File: src/rtl/uart_pkg.sv
// Shared definitions for the UART transmit path: FSM states, parity modes
// and helpers for sizing the baud divisor and its counters.
package uart_pkg;

    typedef enum logic [2:0] {
        ST_IDLE,
        ST_START,
        ST_DATA,
        ST_PARITY,
        ST_STOP
    } txState_t;

    localparam logic [1:0] PAR_NONE = 2'b00;
    localparam logic [1:0] PAR_EVEN = 2'b01;
    localparam logic [1:0] PAR_ODD  = 2'b10;

    // Clock cycles per bit; clamped to 1 so a fast line rate never yields a zero divisor.
    function automatic int calcDivisor(input int sCycle, input int baudRate);
        int d;
        d = sCycle / baudRate;
        return (d < 1) ? 1 : d;
    endfunction

    function automatic int cntWidth(input int n);
        return (n > 1) ? $clog2(n) : 1;
    endfunction

endpackage

File: src/rtl/uart_fifo.sv
// Synchronous FIFO with push/pop, full/empty flags and an occupancy count.
// Full and empty are decoded from the count; pointers simply wrap.
module uart_fifo #(
    parameter int WIDTH = 8,
    parameter int DEPTH = 16
) (
    input  logic                   clock,
    input  logic                   reset,
    input  logic                   push,
    input  logic [WIDTH-1:0]       wrData,
    input  logic                   pop,
    output logic [WIDTH-1:0]       rdData,
    output logic                   full,
    output logic                   empty,
    output logic [$clog2(DEPTH):0] level
);

    localparam int PTR_W = $clog2(DEPTH);

    logic [WIDTH-1:0] mem [DEPTH];
    logic [PTR_W-1:0] wrPtr;
    logic [PTR_W-1:0] rdPtr;
    logic             doPush;
    logic             doPop;

    assign full   = (level == (PTR_W + 1)'(DEPTH));
    assign empty  = (level == '0);
    assign doPush = push && !full;
    assign doPop  = pop && !empty;
    assign rdData = mem[rdPtr];

    always_ff @(posedge clock) begin
        if (reset) begin
            wrPtr <= '0;
            rdPtr <= '0;
            level <= '0;
        end else begin
            if (doPush) begin
                wrPtr <= wrPtr + 1'b1;
            end
            if (doPop) begin
                rdPtr <= rdPtr + 1'b1;
            end
            case ({doPush, doPop})
                2'b10:   level <= level + 1'b1;
                2'b01:   level <= level - 1'b1;
                default: level <= level;
            endcase
        end
    end

    // Storage is not reset; the count alone decides which entries are live.
    always_ff @(posedge clock) begin
        if (doPush) begin
            mem[wrPtr] <= wrData;
        end
    end

endmodule

File: src/rtl/uart_tx_fifo.sv
// UART transmitter fed by a FIFO, streaming frames back to back.
// Define UART_TX_PARITY_EN to build in the parity bit; otherwise the parity port is ignored.
module uart_tx_fifo
    import uart_pkg::*;
#(
    parameter int SCYCLE   = 50000000,
    parameter int BAUDRATE = 115200,
    parameter int DWIDTH   = 8,
    parameter int DEPTH    = 16,
    parameter int STOPBITS = 1
) (
    input  logic                   clock,
    input  logic                   reset,
    input  logic [DWIDTH-1:0]      txdata,
    input  logic                   txvalid,
    output logic                   txready,
    input  logic [1:0]             parity,
    output logic                   tx,
    output logic                   txbusy,
    output logic                   txdone,
    output logic [$clog2(DEPTH):0] level
);

    localparam int DIV    = calcDivisor(SCYCLE, BAUDRATE);
    localparam int BAUD_W = cntWidth(DIV);
    localparam int BIT_W  = cntWidth(DWIDTH);
    localparam int STOP_W = cntWidth(STOPBITS);

    localparam logic [BAUD_W-1:0] BAUD_LAST = BAUD_W'(DIV - 1);
    localparam logic [BIT_W-1:0]  BIT_LAST  = BIT_W'(DWIDTH - 1);
    localparam logic [STOP_W-1:0] STOP_LAST = STOP_W'(STOPBITS - 1);

    txState_t          state;
    txState_t          stateNext;
    logic [BAUD_W-1:0] baudCnt;
    logic [BAUD_W-1:0] baudNext;
    logic [BIT_W-1:0]  bitIdx;
    logic [BIT_W-1:0]  bitNext;
    logic [STOP_W-1:0] stopCnt;
    logic [STOP_W-1:0] stopNext;
    logic [DWIDTH-1:0] dataLatch;
    logic [DWIDTH-1:0] fifoData;
    logic              fifoFull;
    logic              fifoEmpty;
    logic              popReq;
    logic              baudLast;
    logic              txNext;
    logic              busyNext;
    logic              doneNext;

    uart_fifo #(
        .WIDTH(DWIDTH),
        .DEPTH(DEPTH)
    ) txFifo (
        .clock (clock),
        .reset (reset),
        .push  (txvalid),
        .wrData(txdata),
        .pop   (popReq),
        .rdData(fifoData),
        .full  (fifoFull),
        .empty (fifoEmpty),
        .level (level)
    );

    assign txready  = !fifoFull;
    assign baudLast = (baudCnt == BAUD_LAST);

`ifdef UART_TX_PARITY_EN
    logic [1:0] parMode;
    logic       parityOn;
    logic       parityBit;

    // Mode is captured with the word so a mid-frame change cannot alter the frame in flight.
    always_ff @(posedge clock) begin
        if (reset) begin
            parMode <= PAR_NONE;
        end else if (popReq) begin
            parMode <= parity;
        end
    end

    assign parityOn  = (parMode == PAR_EVEN) || (parMode == PAR_ODD);
    assign parityBit = (^dataLatch) ^ (parMode == PAR_ODD);
`else
    logic unusedParity;
    assign unusedParity = ^parity;
`endif

    always_ff @(posedge clock) begin
        if (reset) begin
            state     <= ST_IDLE;
            baudCnt   <= '0;
            bitIdx    <= '0;
            stopCnt   <= '0;
            dataLatch <= '0;
        end else begin
            state   <= stateNext;
            baudCnt <= baudNext;
            bitIdx  <= bitNext;
            stopCnt <= stopNext;
            if (popReq) begin
                dataLatch <= fifoData;
            end
        end
    end

    always_comb begin
        stateNext = state;
        baudNext  = baudCnt;
        bitNext   = bitIdx;
        stopNext  = stopCnt;
        popReq    = 1'b0;
        case (state)
            ST_IDLE: begin
                if (!fifoEmpty) begin
                    stateNext = ST_START;
                    baudNext  = '0;
                    popReq    = 1'b1;
                end
            end
            ST_START: begin
                if (baudLast) begin
                    stateNext = ST_DATA;
                    baudNext  = '0;
                    bitNext   = '0;
                end else begin
                    baudNext = baudCnt + 1'b1;
                end
            end
            ST_DATA: begin
                if (!baudLast) begin
                    baudNext = baudCnt + 1'b1;
                end else begin
                    baudNext = '0;
                    if (bitIdx != BIT_LAST) begin
                        bitNext = bitIdx + 1'b1;
                    end else begin
                        stateNext = ST_STOP;
                        stopNext  = '0;
`ifdef UART_TX_PARITY_EN
                        if (parityOn) begin
                            stateNext = ST_PARITY;
                        end
`endif
                    end
                end
            end
`ifdef UART_TX_PARITY_EN
            ST_PARITY: begin
                if (baudLast) begin
                    stateNext = ST_STOP;
                    baudNext  = '0;
                    stopNext  = '0;
                end else begin
                    baudNext = baudCnt + 1'b1;
                end
            end
`endif
            // A queued word starts straight out of the last stop cycle, leaving no idle gap.
            ST_STOP: begin
                if (!baudLast) begin
                    baudNext = baudCnt + 1'b1;
                end else begin
                    baudNext = '0;
                    if (stopCnt != STOP_LAST) begin
                        stopNext = stopCnt + 1'b1;
                    end else if (!fifoEmpty) begin
                        stateNext = ST_START;
                        popReq    = 1'b1;
                    end else begin
                        stateNext = ST_IDLE;
                    end
                end
            end
            default: begin
                stateNext = ST_IDLE;
            end
        endcase
    end

    // Outputs are decoded from the next state so the registered line changes with the state.
    always_comb begin
        txNext = 1'b1;
        case (stateNext)
            ST_START:  txNext = 1'b0;
            ST_DATA:   txNext = dataLatch[bitNext];
`ifdef UART_TX_PARITY_EN
            ST_PARITY: txNext = parityBit;
`endif
            default:   txNext = 1'b1;
        endcase
        busyNext = (stateNext != ST_IDLE);
        doneNext = (stateNext == ST_STOP) && (baudNext == BAUD_LAST) && (stopNext == STOP_LAST);
    end

    always_ff @(posedge clock) begin
        if (reset) begin
            tx     <= 1'b1;
            txbusy <= 1'b0;
            txdone <= 1'b0;
        end else begin
            tx     <= txNext;
            txbusy <= busyNext;
            txdone <= doneNext;
        end
    end

endmodule

File: config.mk
export PLATFORM = sky130hd
export DESIGN_NAME = uart_tx_fifo
export DESIGN_NICKNAME = d
export VERILOG_FILES = /design/src/rtl/uart_pkg.sv /design/src/rtl/uart_fifo.sv /design/src/rtl/uart_tx_fifo.sv
export SDC_FILE = /design/constraint.sdc
export NUM_CORES = 1
export LEC_CHECK = 0
export BUFFER_PORTS_ARGS = -buffer_cell sky130_fd_sc_hd__buf_2
export CORE_AREA = 2 2 122 124
export CTS_CLUSTER_DIAMETER = 150
export DETAILED_ROUTE_END_ITERATION = 8
export DIE_AREA = 0 0 124 126
export GPL_TIMING_DRIVEN = 0
export PLACE_DENSITY = 0.71
export SETUP_SLACK_MARGIN = 0.5
export SYNTH_ARGS = -nofsm -noshare
export SYNTH_HDL_FRONTEND = slang
export SYNTH_HIERARCHICAL = 1
export SYNTH_SLANG_ARGS = --single-unit
File: constraint.sdc
create_clock -name clock -period 3.8 [get_ports clock]
set_input_delay 0.76 -clock clock [delete_from_list [all_inputs] [get_ports clock]]
set_output_delay 0.76 -clock clock [all_outputs]
set_load 0.01 [all_outputs]
==> run_results.csv, run 1 <==
group,metric,value,unit
detailed_routing,num_vias,4647,
place,dp.cells,717,
power,power,5.719,mW
timing,max-slew-margin-rel,17.67,%
yosys,synthXorXnorAreaFrac,1.022,%
yosys,ys_types,77,
power,irDropWorstVdd,0.4249,mV
cells_and_area,fin_util,61.09,%
die,die_x,124,µm
die,initial_core_util,53.86,%
setup_path,cp.arrival,3.56,ns
cells_and_area,nets,581,
cells_and_area,area_delta_synth_final,13.42,%
yosys,synth_seq_cells,172,
setup_path,rrSetupSlack,0.61,ns
power,powerDensity,654.0,nW/µm²
yosys,synthSimpleGateAreaFrac,9.932,%
timing,finalSetupViolCount,0,
clocking,htreeDepth,4,
setup_path,endpoint_kind,"register",
die,core,14310,µm²
setup_path,worstPathRequired,4.17,ns
global_routing,grt_pass1_wl,25240,µm
yosys,synth.mux.area_fraction,13.44,%
yosys,syn_area,7710,µm²
power,switching_share,31.29,%
timing,clock.fmax,313.4,MHz
place,dp_hpwl,10550,µm
timing,drv_slew,0,
die,die_area,15620,µm²
power,p_sw,1.790,mW
yosys,ys_seq_area_share,61.28,%
clocking,cts.clk_slew.worst_paths,0.07,ns
setup_path,startpoint,"txFifo/level[0]$_SDFFE_PP0P_",
yosys,synth_largest_area_cell,"edfxtp_1",
setup_path,endpoint,"txFifo/level[2]$_SDFFE_PP0P_",
power,p_leak,2.950,nW
yosys,post_synth.cell_area_avg,15.00,µm²
clocking,cts_tree,"done",
detailed_routing,drc,0,
timing,tightest_slew,1.225,ns
timing,fin_worst_skew,0.01408,ns
setup_path,crit_fanout,10,
clocking,postCtsHoldBufs,0,
die,die_y,126,µm
yosys,synth_cells,514,
yosys,syn_nets,538,
setup_path,critical_path.reg2reg.startpoint,"txFifo/level[0]$_SDFFE_PP0P_",
yosys,synth-edff-count,128,
cells_and_area,fin_cells,754,
detailed_routing,routed_wl,15960,µm
setup_path,reg2reg_depth,15,
yosys,synth_flop_cell,"edfxtp_1",
power,power.clock.fraction,30.9,%
global_routing,grt_use_total,22.28,%
global_routing,grt_remaining_overflow,0,
power,combinationalPowerShare,29.9,%
detailed_routing,avgRoutedWirePerCell,21.17,µm
die,rows,44,
yosys,yosys_warnings,6,
timing,fin_crit,3.191,ns
cells_and_area,finalInstanceArea,8745,µm²
global_routing,grt_antenna_before_repair,0,
power,pwr-share-seq,39.2,%
power,p_int,3.930,mW
yosys,ys_top_cells_by_count,"edfxtp_1, dfxtp_1, nor2_1, nand2_1, mux4_1",
yosys,synth_top_family_by_area,"multiplexers",
yosys,synth_top_area_share,49.85,%
place,place_area,8039,µm²
timing,hold_viol,0,
place,io_buffer_count,19,
detailed_routing,drt_iter0_markers,514,
timing,period_share,83.97,%
detailed_routing,drt-pass1-iter-count,5,
place,place_congestion,0.9138,
die,ios,22,
job,max_cap_viol_count,0,
global_routing,grt_max_degree,18,
global_routing,grt_pass1_vias,4532,
yosys,synthTopCellsByArea,"edfxtp_1, dfxtp_1, mux4_1",
setup_path,startpoint_type,"register",
yosys,synthAdderAreaFrac,1.785,%
clocking,clock_path_buffers,2,
cells_and_area,drive_gt1_share,20.00,%
setup_path,worstSetupPathType,"reg2reg",
place,dpl_worst_slack,-0.04333,ns
timing,finalWorstSetupSlack,0.6093,ns
clocking,cts_root_buf,"clkbuf_16",
yosys,async_reset_ff_share,0,%
worst_hold_path,hold_path.class,"reg2reg",
clocking,clock_sinks,172,
detailed_routing,ant_nets,0,
yosys,synth-compound-area-share,9.185,%
timing,rsz0062_at_grt,"false",
cells_and_area,antennaDiodeCount,0,
yosys,synth_most_common_cell,"edfxtp_1",
detailed_routing,avgViaCountPerCell,6.163,
setup_path,r2r-end,"txFifo/level[2]$_SDFFE_PP0P_",
clocking,clkLatencyLatePin,0.43,ns
clocking,cts-buffers-inserted,17,
status,outcome,"complete, no violations",
==> stage by stage <==
stage | setup TNS (ns) | hold slack (ns)
after global placement | 0 | 0.4487
after CTS | 0 | 0.4584
after detailed placement | -0.04333 | 0.4486
final | 0 | 0.4584
after global routing | 0 | 0.4834
after floorplan | 0 | 0.4342
==> worst min-delay path by stage <==
stage                              start                        end  slack [ns]  cells after the start
2_1_floorplan         stopCnt$_SDFF_PP0_         stopCnt$_SDFF_PP0_        0.43                      2
3_3_place_gp          stopCnt$_SDFF_PP0_         stopCnt$_SDFF_PP0_        0.45                      2
3_5_place_dp   dataLatch[6]$_SDFFE_PP0P_  dataLatch[6]$_SDFFE_PP0P_        0.45                      2
4_1_cts        dataLatch[6]$_SDFFE_PP0P_  dataLatch[6]$_SDFFE_PP0P_        0.46                      2
5_1_grt        dataLatch[6]$_SDFFE_PP0P_  dataLatch[6]$_SDFFE_PP0P_        0.48                      2
6_report       dataLatch[6]$_SDFFE_PP0P_  dataLatch[6]$_SDFFE_PP0P_        0.46                      2
==> placed cells by master, fill, tap and decap left out, types with 9 or more instances in the layout <==
master / netlist / routed
clkbuf_16: 0 / 17
nor3_1: 16 / 15
nor2_1: 39 / 38
mux4_2: 12 / 12
a21oi_1: 18 / 17
nand2_1: 35 / 34
edfxtp_1: 128 / 128
clkbuf_1: 12 / 11
mux4_1: 28 / 28
buf_4: 5 / 12
inv_1: 19 / 19
buf_2: 5 / 22
ha_1: 11 / 9
dfxtp_1: 44 / 44
==> power by group through the flow <==
stage | Combinational (mW) | Sequential, mW | Clock (mW)
2_1_floorplan | 1.12 | 2.27 | 0
3_3_place_gp | 1.46 | 2.27 | 0
3_5_place_dp | 1.49 | 2.28 | 0
4_1_cts | 1.58 | 2.24 | 1.80
5_1_grt | 1.85 | 2.26 | 1.88
6_report | 1.71 | 2.24 | 1.77
==> critical path, stage by stage (launching register included) <==
cell,delay (ns)
dfxtp_1,0.37
or4_4,0.54
buf_8,0.16
nor2_4,0.15
nor3_2,0.07
nand2_2,0.14
clkinv_4,0.09
o21ai_4,0.08
inv_1,0.07
ha_2,0.19
buf_4,0.17
xor2_1,0.15
ha_2,0.20
o21a_1,0.20
or4_4,0.42
a21oi_2,0.13
==> layout make-up <==
cell class | count | area, µm²
well taps | 184 | 230.2
multi-input cells | 291 | 2766
clock buffers | 17 | 425.4
fillers | 1073 | 5569
clock inverters | 15 | 185.2
plain buffers | 30 | 195.2
repair buffers | 24 | 132.6
flip-flops and latches | 172 | 4725
inverters | 21 | 85.08
==> layer usage <==
metal | GRT usage [%] | share of wire (%) | vias up
met5 | 0 | 0 | -
met1 | 29.41 | 42 | 2337
met3 | 5.616 | 4.9 | 35
met2 | 35.26 | 50 | 148
met4 | 9.451 | 3.2 | 0
li1 | - | - | 2127
==> sequential cells by signal, indices dropped and copies added, names as in the netlist, named ones only <==
name	count
baudCnt	9
bitIdx	3
dataLatch	8
state	3
stopCnt	1
tx	1
txFifo/level	5
txFifo/mem	128
txFifo/rdPtr	4
txFifo/wrPtr	4
txbusy	1
txdone	1
==> cells by family (layout without fill, tap and decap cells) <==
logic type | count (synthesis) | in the layout
simple gates | 143 | 143
xor+xnor | 9 | 9
buf+inv | 51 | 107
compound gates | 85 | 85
flops | 172 | 172
mux | 43 | 43
fa+ha+maj | 11 | 11
==> repair_timing <==
action                                  in CTS  in global routing
endpoints found under the hold margin        0                  0
pin swaps                                    0                  2
setup buffers                                2                  3
endpoints found under the setup margin       4                  2
resized for setup                            6                 12
Note: power is estimated with default switching activity, not from simulation.
==> run 2, diff against run 1 <==
--- a/config.mk
+++ b/config.mk
@@ -5,11 +5,12 @@
 export SDC_FILE = /design/constraint.sdc
 export NUM_CORES = 1
 export LEC_CHECK = 0
+export ABC_AREA = 1
 export BUFFER_PORTS_ARGS = -buffer_cell sky130_fd_sc_hd__buf_2
-export CORE_AREA = 2 2 122 124
+export CORE_AREA = 2 2 123 125
 export CTS_CLUSTER_DIAMETER = 150
 export DETAILED_ROUTE_END_ITERATION = 8
-export DIE_AREA = 0 0 124 126
+export DIE_AREA = 0 0 125 127
 export GPL_TIMING_DRIVEN = 0
 export PLACE_DENSITY = 0.71
 export SETUP_SLACK_MARGIN = 0.5
==> constraint.sdc (replaced) <==
create_clock -name clock -period 3.15 [get_ports clock]
set_input_delay 0.63 -clock clock [delete_from_list [all_inputs] [get_ports clock]]
set_output_delay 0.63 -clock clock [all_outputs]
set_load 0.01 [all_outputs]
==> run_results.csv, run 2 <==
group,metric,value,unit
power,powerDensity,777.6,nW/µm²
worst_hold_path,hold_depth,2,
yosys,ys_top_cells_by_count,"edfxtp_1, inv_1, nand2_1, nor2_1, dfxtp_1",
place,place_congestion,0.9371,
detailed_routing,ant_nets,0,
detailed_routing,drt_iter0_markers,494,
die,ios,22,
cells_and_area,area_delta_synth_final,13.68,%
die,core,14420,µm²
yosys,synth-edff-count,128,
setup_path,path_buf_inv,8,
global_routing,grt_use_total,22.82,%
clocking,cts.clk_slew.worst_paths,0.06,ns
place,io_buffer_count,18,
cells_and_area,largestRegisters,"txFifo/mem x128, baudCnt x9, dataLatch x8",
global_routing,busiest_layer,"met2",
detailed_routing,routed_wl,17470,µm
detailed_routing,avgViaCountPerCell,5.624,
clocking,htreeDepth,4,
global_routing,met1_usage,29.77,%
setup_path,path_depth,22,
timing,fin_worst_skew,0.008243,ns
yosys,synth_flop_cell,"edfxtp_1",
cells_and_area,largest_register,"txFifo/mem",
yosys,ys_types,45,
clocking,clock_sinks,172,
setup_path,reg2reg_depth,22,
detailed_routing,drc,0,
cells_and_area,regArea,4727,µm²
cells_and_area,layout_common_cells,"edfxtp_1, inv_1, nand2_1",
clocking,clkLatencyLatePin,0.43,ns
setup_path,cpMaxStageDelayCell,"dfxtp_2",
global_routing,grt_remaining_overflow,0,
worst_hold_path,hold_end,"dataLatch[7]$_SDFFE_PP0P_",
place,dpl_worst_slack,0.2562,ns
clocking,cts_root_buf,"clkbuf_16",
global_routing,grt_pass1_wl,27710,µm
timing,rsz0062_at_grt,"true",
die,initial_core_util,54.41,%
yosys,synth_most_common_cell,"edfxtp_1",
setup_path,cpPeakStageDelay,0.33,ns
detailed_routing,drt-pass1-iter-count,5,
setup_path,endpoint_kind,"register",
detailed_routing,num_vias,5377,
cells_and_area,largest_reg_flops,128,
die,die_y,127,µm
yosys,syn_area,7848,µm²
setup_path,cp.arrival,2.89,ns
setup_path,path_cells,"inv_2 -> ha_4 -> inv_2 -> nor2_2 -> nand2_2 -> nor2_8 -> inv_2 -> o21ai_2 -> nand3_2 -> buf_8 -> clkinv_8 -> nand2_8 -> inv_6 -> ha_4 -> xor2_2 -> inv_2 -> nor2_1 -> nand2_4 -> nand3_2 -> nand3_2 -> nand2_1 -> inv_1",
global_routing,gr-usage-met2,38.27,%
setup_path,critical_path.reg2reg.startpoint,"baudCnt[1]$_SDFF_PP0_",
power,irDropWorstVdd,0.4006,mV
yosys,yosys_warnings,6,
cells_and_area,multiInputGateArea,2688,µm²
cells_and_area,nets,784,
global_routing,grt_max_degree,17,
clocking,cts_tree,"done",
yosys,synth_cells,712,
die,rows,44,
yosys,synth_top_area_share,48.98,%
job,max_cap_viol_count,0,
place,dp_hpwl,11800,µm
cells_and_area,n_fill_cell,1183,
timing,tightest_slew,0.8764,ns
detailed_routing,avgRoutedWirePerCell,18.27,µm
setup_path,path_delay_family,"simple AND/OR/NAND/NOR gates",
timing,clock.fmax,389.9,MHz
yosys,syn_nets,736,
worst_hold_path,hp-start,"dataLatch[7]$_SDFFE_PP0P_",
die,die_x,125,µm
status,outcome,"complete, no violations",
timing,drv_slew,0,
clocking,clock_path_buffers,2,
global_routing,grt_pass1_vias,5254,
place,place_area,8168,µm²
cells_and_area,finalInstanceArea,8921,µm²
timing,finalSetupViolCount,0,
setup_path,r2r-end,"txFifo/level[4]$_SDFFE_PP0P_",
timing,fin_crit,2.565,ns
setup_path,crit_fanout,5,
cells_and_area,final_common_cell,"edfxtp_1",
global_routing,grt_antenna_before_repair,0,
yosys,async_reset_ff_share,0,%
clocking,cts-buffers-inserted,17,
cells_and_area,antennaDiodeCount,0,
setup_path,cp_common_cell,"inv_2",
worst_hold_path,hold_path.class,"reg2reg",
timing,period_share,81.43,%
yosys,synth_largest_area_cell,"edfxtp_1",
global_routing,grt_util_met3,4.104,%
timing,hold_viol,0,
yosys,ys_seq_area_share,60.20,%
setup_path,startpoint_type,"register",
setup_path,worstPathRequired,3.48,ns
timing,max-slew-margin-rel,41.36,%
timing,finalWorstSetupSlack,0.5849,ns
yosys,synth_seq_cells,172,
power,p_leak,3.320,nW
yosys,post_synth.cell_area_avg,11.02,µm²
setup_path,rrSetupSlack,0.58,ns
die,die_area,15880,µm²
cells_and_area,drive_gt1_share,20.47,%
setup_path,worstSetupPathType,"reg2reg",
timing,tns,0,ns
yosys,synthTopCellsByArea,"edfxtp_1, dfxtp_1, mux2i_1",
==> run 2: where the power goes <==
part	internal [mW]	switching, mW
Sequential	2.60	0.111
Clock	1.17	0.866
Combinational	0.826	1.36
Total	4.60	2.34
==> run 2: tightest hold or removal path, stage by stage, from the launching register on <==
cell	delay [ns]
dfxtp_1	0.31
nand2_1	0.08
a21oi_2	0.05
==> run 2: cell families after synthesis <==
| logic type | share of synthesized area (%) |
|---|---|
| AO/OA/AOI/OAI | 11.42 |
| AND/OR/NAND/NOR | 15.13 |
| buffers and inverters | 6.744 |
| XOR/XNOR | 0.6696 |
| flip-flops | 60.20 |
| adder cells (fa/ha/maj) | 1.754 |
| multiplexers | 4.082 |
==> run 2: worst max-delay path by stage <==
stage | startpoint | to | slack, ns
4_1_cts | baudCnt[1]$_SDFF_PP0_ | txFifo/level[4]$_SDFFE_PP0P_ | 0.51
3_3_place_gp | baudCnt[0]$_SDFF_PP0_ | txFifo/level[4]$_SDFFE_PP0P_ | 0.35
2_1_floorplan | baudCnt[0]$_SDFF_PP0_ | txFifo/level[4]$_SDFFE_PP0P_ | 0.59
5_1_grt | baudCnt[1]$_SDFF_PP0_ | txFifo/level[4]$_SDFFE_PP0P_ | 0.41
6_report | baudCnt[1]$_SDFF_PP0_ | txFifo/level[4]$_SDFFE_PP0P_ | 0.58
3_5_place_dp | baudCnt[0]$_SDFF_PP0_ | txFifo/level[4]$_SDFFE_PP0P_ | 0.26
==> run 2: final cells by class <==
class                   instances  share of cell area, %
plain buffers                  27                  1.557
inverters                      99                  4.418
multi-input cells             414                  30.13
flip-flops and latches        172                  52.99
clock buffers                  18                  4.811
clock inverters                13                  1.585
repair buffers                 29                  1.935
well taps                     184                  2.581
==> run 2: metrics by stage <==
| stage | total power [mW] | instances | hold WS (ns) | utilization, % |
|---|---|---|---|---|
| floorplan | 4.187 | 712 | 0.4551 | - |
| global placement | 4.633 | 914 | 0.4683 | 56.63 |
| detailed placement | 4.702 | 914 | 0.4688 | 56.63 |
| CTS | 6.814 | 951 | 0.4784 | 61.16 |
| global route | 7.271 | 956 | 0.5020 | 61.85 |
| finish | 6.937 | 956 | 0.4765 | 61.85 |
==> run 2: what timing repair did <==
action | in CTS | in global routing
buffers inserted | 6 | 5
pin swaps | 1 | 9
setup endpoints to repair | 4 | 4
hold buffers | 0 | 0
gates resized for setup | 10 | 13
==> run 2: layer usage <==
layer  vias to the layer above  share of wire, %
li1                       2552                 -
met4                         0               2.8
met5                         -                 0
met1                      2611                42
met2                       177                49
met3                        37               5.3
